<file path="src/rtl/fft64_corner_turn_if.sv">
`default_nettype none
// ============================================================================
// Module   : fft64_corner_turn_if
// Purpose  : Row-in / column-out stream bundle for the FFT64 corner-turn buffer.
// Revision : 1.0
// ============================================================================
interface fft64_corner_turn_if #(
    parameter int LANES = 8,
    parameter int DW    = 10,
    parameter int CW    = 6
);
    logic                in_valid;
    logic                in_ready;
    logic [LANES*DW-1:0] dinre;
    logic [LANES*DW-1:0] dinim;
    logic                out_valid;
    logic                out_ready;
    logic [LANES*DW-1:0] doutre;
    logic [LANES*DW-1:0] doutim;
    logic [CW-1:0]       counter;
    logic                out_last;

    // Environment side: produces rows and consumes columns.
    modport master (
        output in_valid, dinre, dinim, out_ready,
        input  in_ready, out_valid, doutre, doutim, counter, out_last
    );

    // Buffer side.
    modport slave (
        input  in_valid, dinre, dinim, out_ready,
        output in_ready, out_valid, doutre, doutim, counter, out_last
    );
endinterface
`default_nettype wire

</file>
<file path="src/rtl/fft64_corner_turn.sv">
`default_nettype none
// ============================================================================
// Module   : fft64_corner_turn
// Purpose  : Ping-pong 8x8 complex transpose buffer; rows in, columns out with
//            the column index used as the twiddle-row selector.
// Revision : 1.0
// ============================================================================
module fft64_corner_turn #(
    parameter int LANES = 8,
    parameter int DW    = 10,
    parameter int CW    = 6
) (
    input  wire logic          clk,
    input  wire logic          rst_n,
    fft64_corner_turn_if.slave bus
);
    localparam int              PW       = $clog2(LANES);
    localparam int              BW       = LANES * DW;
    localparam logic [PW-1:0]   ROW_LAST = PW'(LANES - 1);

    logic [BW-1:0] mem_re_q [2][LANES];
    logic [BW-1:0] mem_im_q [2][LANES];

    logic [1:0]    full_q,      full_d;
    logic          wbank_q,     wbank_d;
    logic          rbank_q,     rbank_d;
    logic [PW-1:0] wrow_q,      wrow_d;
    logic [PW-1:0] rcol_q,      rcol_d;
    logic          out_valid_q, out_valid_d;
    logic [BW-1:0] doutre_q,    doutre_d;
    logic [BW-1:0] doutim_q,    doutim_d;
    logic [PW-1:0] counter_q,   counter_d;
    logic          out_last_q,  out_last_d;

    logic          w_in_ready;
    logic          w_wr;
    logic          w_load;
    logic [BW-1:0] w_col_re;
    logic [BW-1:0] w_col_im;

    assign w_in_ready = !full_q[wbank_q];
    assign w_wr       = bus.in_valid && w_in_ready;
    assign w_load     = full_q[rbank_q] && (!out_valid_q || bus.out_ready);

    // Column rcol of the read bank: lane r comes from row r, lane rcol.
    for (genvar r = 0; r < LANES; r++) begin : g_lane
        assign w_col_re[DW*r +: DW] = mem_re_q[rbank_q][r][DW*rcol_q +: DW];
        assign w_col_im[DW*r +: DW] = mem_im_q[rbank_q][r][DW*rcol_q +: DW];
    end

    always_ff @(posedge clk) begin
        if (w_wr) begin
            mem_re_q[wbank_q][wrow_q] <= bus.dinre;
            mem_im_q[wbank_q][wrow_q] <= bus.dinim;
        end
    end

    always_comb begin
        full_d      = full_q;
        wbank_d     = wbank_q;
        rbank_d     = rbank_q;
        wrow_d      = wrow_q;
        rcol_d      = rcol_q;
        out_valid_d = out_valid_q;
        doutre_d    = doutre_q;
        doutim_d    = doutim_q;
        counter_d   = counter_q;
        out_last_d  = out_last_q;

        if (w_wr) begin
            wrow_d = wrow_q + 1'b1;
            if (wrow_q == ROW_LAST) begin
                full_d[wbank_q] = 1'b1;
                wbank_d         = ~wbank_q;
                wrow_d          = '0;
            end
        end

        // A set and a clear never hit the same bank: writes stall on a full bank.
        if (w_load) begin
            doutre_d    = w_col_re;
            doutim_d    = w_col_im;
            counter_d   = rcol_q;
            out_last_d  = (rcol_q == ROW_LAST);
            out_valid_d = 1'b1;
            rcol_d      = rcol_q + 1'b1;
            if (rcol_q == ROW_LAST) begin
                full_d[rbank_q] = 1'b0;
                rbank_d         = ~rbank_q;
                rcol_d          = '0;
            end
        end else if (bus.out_ready) begin
            out_valid_d = 1'b0;
        end
    end

    always_ff @(posedge clk or negedge rst_n) begin
        if (!rst_n) begin
            full_q      <= '0;
            wbank_q     <= 1'b0;
            rbank_q     <= 1'b0;
            wrow_q      <= '0;
            rcol_q      <= '0;
            out_valid_q <= 1'b0;
            doutre_q    <= '0;
            doutim_q    <= '0;
            counter_q   <= '0;
            out_last_q  <= 1'b0;
        end else begin
            full_q      <= full_d;
            wbank_q     <= wbank_d;
            rbank_q     <= rbank_d;
            wrow_q      <= wrow_d;
            rcol_q      <= rcol_d;
            out_valid_q <= out_valid_d;
            doutre_q    <= doutre_d;
            doutim_q    <= doutim_d;
            counter_q   <= counter_d;
            out_last_q  <= out_last_d;
        end
    end

    assign bus.in_ready  = w_in_ready;
    assign bus.out_valid = out_valid_q;
    assign bus.doutre    = doutre_q;
    assign bus.doutim    = doutim_q;
    assign bus.counter   = {{(CW-PW){1'b0}}, counter_q};
    assign bus.out_last  = out_last_q;

endmodule
`default_nettype wire

</file>
<file path="src/flat_wrapper.sv">
// flat-port wrapper written by rule: the top's interface ports become plain ports
module fft64_corner_turn_flat 
#(
    parameter int LANES = 8,
    parameter int DW    = 10,
    parameter int CW    = 6
)
  (clk, rst_n, bus_in_valid, bus_dinre, bus_dinim, bus_out_ready, bus_in_ready, bus_out_valid, bus_doutre, bus_doutim, bus_counter, bus_out_last);
  fft64_corner_turn_if #(.LANES(LANES), .DW(DW), .CW(CW)) bus_i ();
  input  wire logic clk;
  input  wire logic rst_n;
  input wire logic [$bits(bus_i.in_valid)-1:0] bus_in_valid;
  input wire logic [$bits(bus_i.dinre)-1:0] bus_dinre;
  input wire logic [$bits(bus_i.dinim)-1:0] bus_dinim;
  input wire logic [$bits(bus_i.out_ready)-1:0] bus_out_ready;
  output wire logic [$bits(bus_i.in_ready)-1:0] bus_in_ready;
  output wire logic [$bits(bus_i.out_valid)-1:0] bus_out_valid;
  output wire logic [$bits(bus_i.doutre)-1:0] bus_doutre;
  output wire logic [$bits(bus_i.doutim)-1:0] bus_doutim;
  output wire logic [$bits(bus_i.counter)-1:0] bus_counter;
  output wire logic [$bits(bus_i.out_last)-1:0] bus_out_last;
  assign bus_i.in_valid = bus_in_valid;
  assign bus_i.dinre = bus_dinre;
  assign bus_i.dinim = bus_dinim;
  assign bus_i.out_ready = bus_out_ready;
  assign bus_in_ready = bus_i.in_ready;
  assign bus_out_valid = bus_i.out_valid;
  assign bus_doutre = bus_i.doutre;
  assign bus_doutim = bus_i.doutim;
  assign bus_counter = bus_i.counter;
  assign bus_out_last = bus_i.out_last;
  fft64_corner_turn #(.LANES(LANES), .DW(DW), .CW(CW)) u_core (.clk(clk), .rst_n(rst_n), .bus(bus_i));
endmodule
</file>
<file path="config.mk">
export PLATFORM = sky130hd
export DESIGN_NAME = fft64_corner_turn_flat
export DESIGN_NICKNAME = d
export VERILOG_FILES = /design/src/rtl/fft64_corner_turn_if.sv /design/src/rtl/fft64_corner_turn.sv /design/src/flat_wrapper.sv
export SDC_FILE = /design/constraint.sdc
export NUM_CORES = 2
export LEC_CHECK = 0
export CORE_ASPECT_RATIO = 1.4
export CORE_UTILIZATION = 55
export DETAILED_ROUTE_END_ITERATION = 8
export GPL_ROUTABILITY_DRIVEN = 0
export PLACE_DENSITY = 0.75
export REMOVE_ABC_BUFFERS = 1
export SYNTH_ARGS = -nofsm -noshare
export SYNTH_HDL_FRONTEND = slang
export SYNTH_SLANG_ARGS = --single-unit
</file>
<file path="constraint.sdc">
create_clock -name clk -period 16.05 [get_ports clk]
set_input_delay 4.815 -clock clk [delete_from_list [all_inputs] [get_ports clk]]
set_output_delay 4.815 -clock clk [all_outputs]
set_load 0.03 [all_outputs]
</file>
# [Word level (Yosys, flattened, before mapping)]
# Memory sizes are Yosys's and may differ from the RTL's.
# Index checks and enable logic that the tools add are counted.
[classes] addsub=2 n_mul=1 order_cmp=6 n_eq_ne=2 shift=16 mux=20 bitwise_logic=6 n_reduce_logical=11
[op_table] op="$shiftx A80 B8 Y10" count=16
[op_table] op="$mux W640" count=1
[op_table] op="$demux W80 S3" count=1
[op_table] op="$mux W80" count=1
[op_table] op="$mux W1" count=9
[op_table] op="$mux W2" count=4
[op_table] op="$add A3 B1 Y3 const B" count=2
[op_table] op="$eq A3 B3 Y1 const B" count=2
[op_table] op="$mul A3 B3 Y6 const A" count=1
[op_table] op="$mux W3" count=2
[op_table] op="$logic_and A1 B1 Y1" count=5
[op_table] op="$ge A4 B4 Y1 const B" count=1
[op_table] op="$lt A1 B2 Y1 const B" count=2
[op_table] op="$lt A4 B1 Y1 const B" count=1
[op_table] op="$not A3 Y4" count=1
[op_table] op="$reduce_and A2 Y1" count=2
[op_table] op="$and A2 B2 Y2" count=1
[op_table] op="$demux W1 S1" count=2
[op_table] op="$ge A1 B1 Y1 const B" count=2
[op_table] op="$logic_not A1 Y1" count=2
[op_table] op="$not A1 Y1" count=2
[op_table] op="$not A2 Y2" count=1
[op_table] op="$or A2 B2 Y2" count=1
[op_table] op="$reduce_bool A2 Y1" count=1
[op_table] op="$logic_or A1 B1 Y1" count=1
[word_totals] register_bits=175 ram_bits=2560 inputBits=164 output_inout_bits=169 word_cells=76 memories=2
[memory_table] name="u_core.mem_im_q" words=2 word_bits=640 rd=1 rd_ports_with_merged_regs=0 wr=1 line="fft64_corner_turn.sv:22" text="logic [BW-1:0] mem_im_q [2][LANES];"
[memory_table] name="u_core.mem_re_q" words=2 word_bits=640 rd=1 rd_ports_with_merged_regs=0 wr=1 line="fft64_corner_turn.sv:21" text="logic [BW-1:0] mem_re_q [2][LANES];"

# [Depth between registers and ports, before layout]
[logic_depth] word_depth=10 depth_mapped=8 mapped_depth_nobuf=4

# [Worst setup path after synthesis]
# OpenSTA, ideal clock, no wires.
[synth_path] kind="input -> register" startpoint="input bus_in_valid" endpoint="memory u_core.mem_im_q[0][400] (netlist name) (enable)" setup_time_ps=1071 arrival_time_ps=20329 t_required_ps=14979 slack_ps=-5350 path_stages=3 n_path_buf=1 cell_sequence="buf_1 > nand2_1 > nor4_1"
[synth_between] elab_chain_len=3
[synth_rtl] item="start, declared" line="flat_wrapper.sv:12" text="input wire logic [$bits(bus_i.in_valid)-1:0] bus_in_valid;"
[synth_rtl] item="$logic_and A1 B1 Y1" line="fft64_corner_turn.sv:42" text="assign w_wr = bus.in_valid && w_in_ready;"
[synth_rtl] item="$mux W1" line="fft64_corner_turn.sv:52" text="if (w_wr) begin"
[synth_rtl] item="$mux W640 (not written as such)" line="fft64_corner_turn.sv:54" text="mem_im_q[wbank_q][wrow_q] <= bus.dinim;"
[synth_rtl] item="end, declared" line="fft64_corner_turn.sv:22"
# No other way between the ends.

# [Worst setup path in the final report]
[layout_path] startpoint="input bus_out_ready" endpoint="register u_core.doutre_q[76], in the netlist u_core.bus.doutre[76]"
[layout_between] elab_chain_len=2
[layout_rtl] item="start, declared" line="flat_wrapper.sv:15" text="input wire logic [$bits(bus_i.out_ready)-1:0] bus_out_ready;"
[layout_rtl] item="$logic_or A1 B1 Y1" line="fft64_corner_turn.sv:43" text="assign w_load = full_q[rbank_q] && (!out_valid_q || bus.out_ready);"
[layout_rtl] item="$logic_and A1 B1 Y1" line="fft64_corner_turn.sv:43"
[layout_rtl] item="end signal, assigned" line="fft64_corner_turn.sv:116" text="doutre_q <= doutre_d;"
[layout_rtl] item="end, declared" line="fft64_corner_turn.sv:30" text="logic [BW-1:0] doutre_q, doutre_d;"
# No other way between the ends.
# A chain may end at the register's enable or synchronous reset.

==> flow_summary.json <==
{
  "synthCells": 4354,
  "antenna_found_initial": 13,
  "max_stage_delay_ps": 960,
  "cts_hold_buf": 0,
  "yosysWarnings": 0,
  "firstDrtPassIters": 6,
  "cts_tree": "yes",
  "hpwl_um": 128000,
  "cts_buffer_depth": 3,
  "pin_count": 333,
  "layout_min_cycle_time_ps": 8335,
  "grt_use_total_pct": 26.30,
  "fillers": 11880,
  "syn_avg_cell_area_um2": 23.73,
  "grt_pass1_vias": 51580,
  "dieArea_um2": 189600,
  "ir_drop_mv": 0.1776,
  "cts_root_buffer": "clkbuf_16",
  "final_area_um2": 117100,
  "post-cts-setup-buffer-count": 0,
  "area_delta_synth_final_pct": 13.33,
  "hold_viol_final": 0,
  "yosys_most_used_dff": "edfxtp_1",
  "synth_edf_count": 2560,
  "htreeDepth": 4,
  "netlist_area_um2": 103300,
  "numCtsBuffers": 237,
  "grt_pass1_wl_um": 357800,
  "num_vias": 50030,
  "relSlewSlack_pct": 16.36,
  "synth_cell_type_count": 37,
  "crit_family": "buffers and inverters",
  "wl_um": 248100,
  "fin_skew_ps": 53.16,
  "rsz0062_at_grt": "false",
  "cp_cell_sequence": "clkdlybuf4s50_1 -> nand2b_4 -> and3_4 -> buf_4 -> buf_4 -> a221oi_1",
  "port_buffers": 329,
  "finalSetupTns_ps": 0,
  "worst_ep_arrival_time_ps": 9030,
  "place_area_um2": 109000,
  "synthTopCellsByArea": "edfxtp_1 74%, mux4_2 14%, dfrtp_1 4.2%",
  "row_count": 187,
  "worstMarginPinSlew_ps": 1255,
  "path_buf_inv": 3,
  "worstSkewPairLatency_ps": 880,
  "grt_overflow_total": 0,
  "critPathSlowestCell": "buf_4",
  "post_cts_resized": 0,
  "synth-async-reset-ratio_pct": 6.399,
  "powerDensity_nw_per_um2": 182.3,
  "period_share_pct": 51.93,
  "max_freq_mhz": 120.0,
  "power_mw": 21.35,
  "drive_gt1_share_pct": 25.52,
  "cts.sinks": 2735,
  "ys_top_cells_by_count": "2,560 x edfxtp_1, 640 x mux4_2, 175 x dfrtp_1, 161 x mux2i_1",
  "setup_viol": 0,
  "yosys.area.top_type_share_pct": 74.39,
  "drt_iter0_markers": 6351,
  "crit_path_frequent_cell": "buf_4",
  "num-nets-final": 4898,
  "clk_pin_slew_ps": 70,
  "whs_ps": 514.1,
  "leakage_nw": 36.93,
  "worst_ep_required_time_ps": 16750,
  "drv_slew": 0,
  "ant_nets": 0,
  "grt_max_degree": 161,
  "synth-seq-cells": 2735,
  "die_y_um": 514.9,
  "post-route-drc-count": 0,
  "yosysSeqAreaShare_pct": 78.63,
  "critPathKind": "in2reg",
  "post-synth-top-count-cell": "edfxtp_1",
  "vias_per_cell": 6.755,
  "hold_path_class": "reg2reg",
  "core_area_um2": 186000,
  "yosysTopAreaCell": "edfxtp_1",
  "wl_per_cell_um": 33.50,
  "drv_cap": 0,
  "cp-start-kind": "input port",
  "end_kind": "flip-flop",
  "status": "complete, no violations",
  "crit_fanout": 47,
  "fp.dieW_um": 368.3,
  "start_util_pct": 55.55
}
## sequential cells by signal, summed over array words and instances (netlist names)
| signal | flops |
|---|---|
| u_core.bus.doutim | 80 |
| u_core.bus.doutre | 80 |
| u_core.bus.out_last | 1 |
| u_core.bus.out_valid | 1 |
| u_core.counter_q | 3 |
| u_core.full_q | 2 |
| u_core.mem_im_q | 1280 |
| u_core.mem_re_q | 1280 |
| u_core.rbank_q | 1 |
| u_core.rcol_q | 3 |
| u_core.wbank_q | 1 |
| u_core.wrow_q | 3 |
## report_power, final
part | switching, mW | leakage (nW) | internal [mW]
Sequential | 0.506 | 25.0 | 8.58
Combinational | 3.69 | 7.98 | 2.70
Clock | 2.57 | 3.96 | 3.32
## final cells by class
| cell class | instances | area [µm²] | area share, % |
|---|---|---|---|
| antenna | 4 | 10.01 | 0.008547 |
| inverter | 2 | 7.507 | 0.006411 |
| multi-input combinational | 1343 | 20610 | 17.60 |
| clock buffer | 313 | 6539 | 5.584 |
| clock inverter | 141 | 1604 | 1.370 |
| tap | 2457 | 3074 | 2.625 |
| sequential | 2735 | 81260 | 69.39 |
| timing repair buffer | 411 | 4001 | 3.417 |
## worst reg2reg max path: stages (launching register included)
cell and delay [ps]:
dfrtp_1 490, mux2i_1 790, nand4_1 530, nor2_4 930
buf_4 790, buf_4 940
## metal layers
metal / wire (µm) / track usage [%]
met5: 88 / 0
met4: 6438 / 7.509
met3: 23910 / 5.119
met2: 125100 / 43.42
met1: 92560 / 36.03
## layout by cell type, fill, tap and decap left out, types with 75 or more instances in the layout
master and instances:
dfrtp_1 172, o22ai_1 160, edfxtp_1 2560, buf_4 75, a21oi_1 160, mux2i_1 161
clkbuf_16 239, clkdlybuf4s50_1 328, mux4_2 640, a221oi_2 126
## final timing paths
path	start	endpoint	slack, ps	cells past startpoint
setup / recovery	bus_out_ready	u_core.bus.doutre[76]	7720	6
hold / removal	u_core.counter_q[1]	u_core.counter_q[1]	510	1
setup reg to reg	u_core.wbank_q	u_core.mem_re_q[0][47]	11100	5
hold reg to reg	u_core.counter_q[1]	u_core.counter_q[1]	510	1
max in group asynchronous	rst_n	u_core.bus.doutre[40]	9920	3
min in group asynchronous	rst_n	u_core.bus.doutim[59]	3940	1
## kinds of logic (layout without fill, tap and decap cells)
group | after synthesis | after routing | share of synthesized area (%)
mux | 810 | 810 | 15.61
simple gates | 38 | 38 | 0.1974
buf+inv | 278 | 867 | 1.592
other cells | 1 | 7 | 0.003629
flops | 2735 | 2735 | 78.63
fa+ha+maj | 4 | 4 | 0.04843
xor+xnor | 2 | 2 | 0.01695
compound gates | 486 | 486 | 3.902
## through the flow
stage / setup WS (ps) / cells / utilization, %
6_report: 7715 / 7406 / 62.96
3_5_place_dp: 6880 / 6948 / 58.57
4_1_cts: 7853 / 7402 / 62.95
5_1_grt: 7711 / 7403 / 62.95
3_3_place_gp: 6938 / 6948 / 58.57
2_1_floorplan: -8798 / 4080 / -
Note: power is estimated with default switching activity, not from simulation.
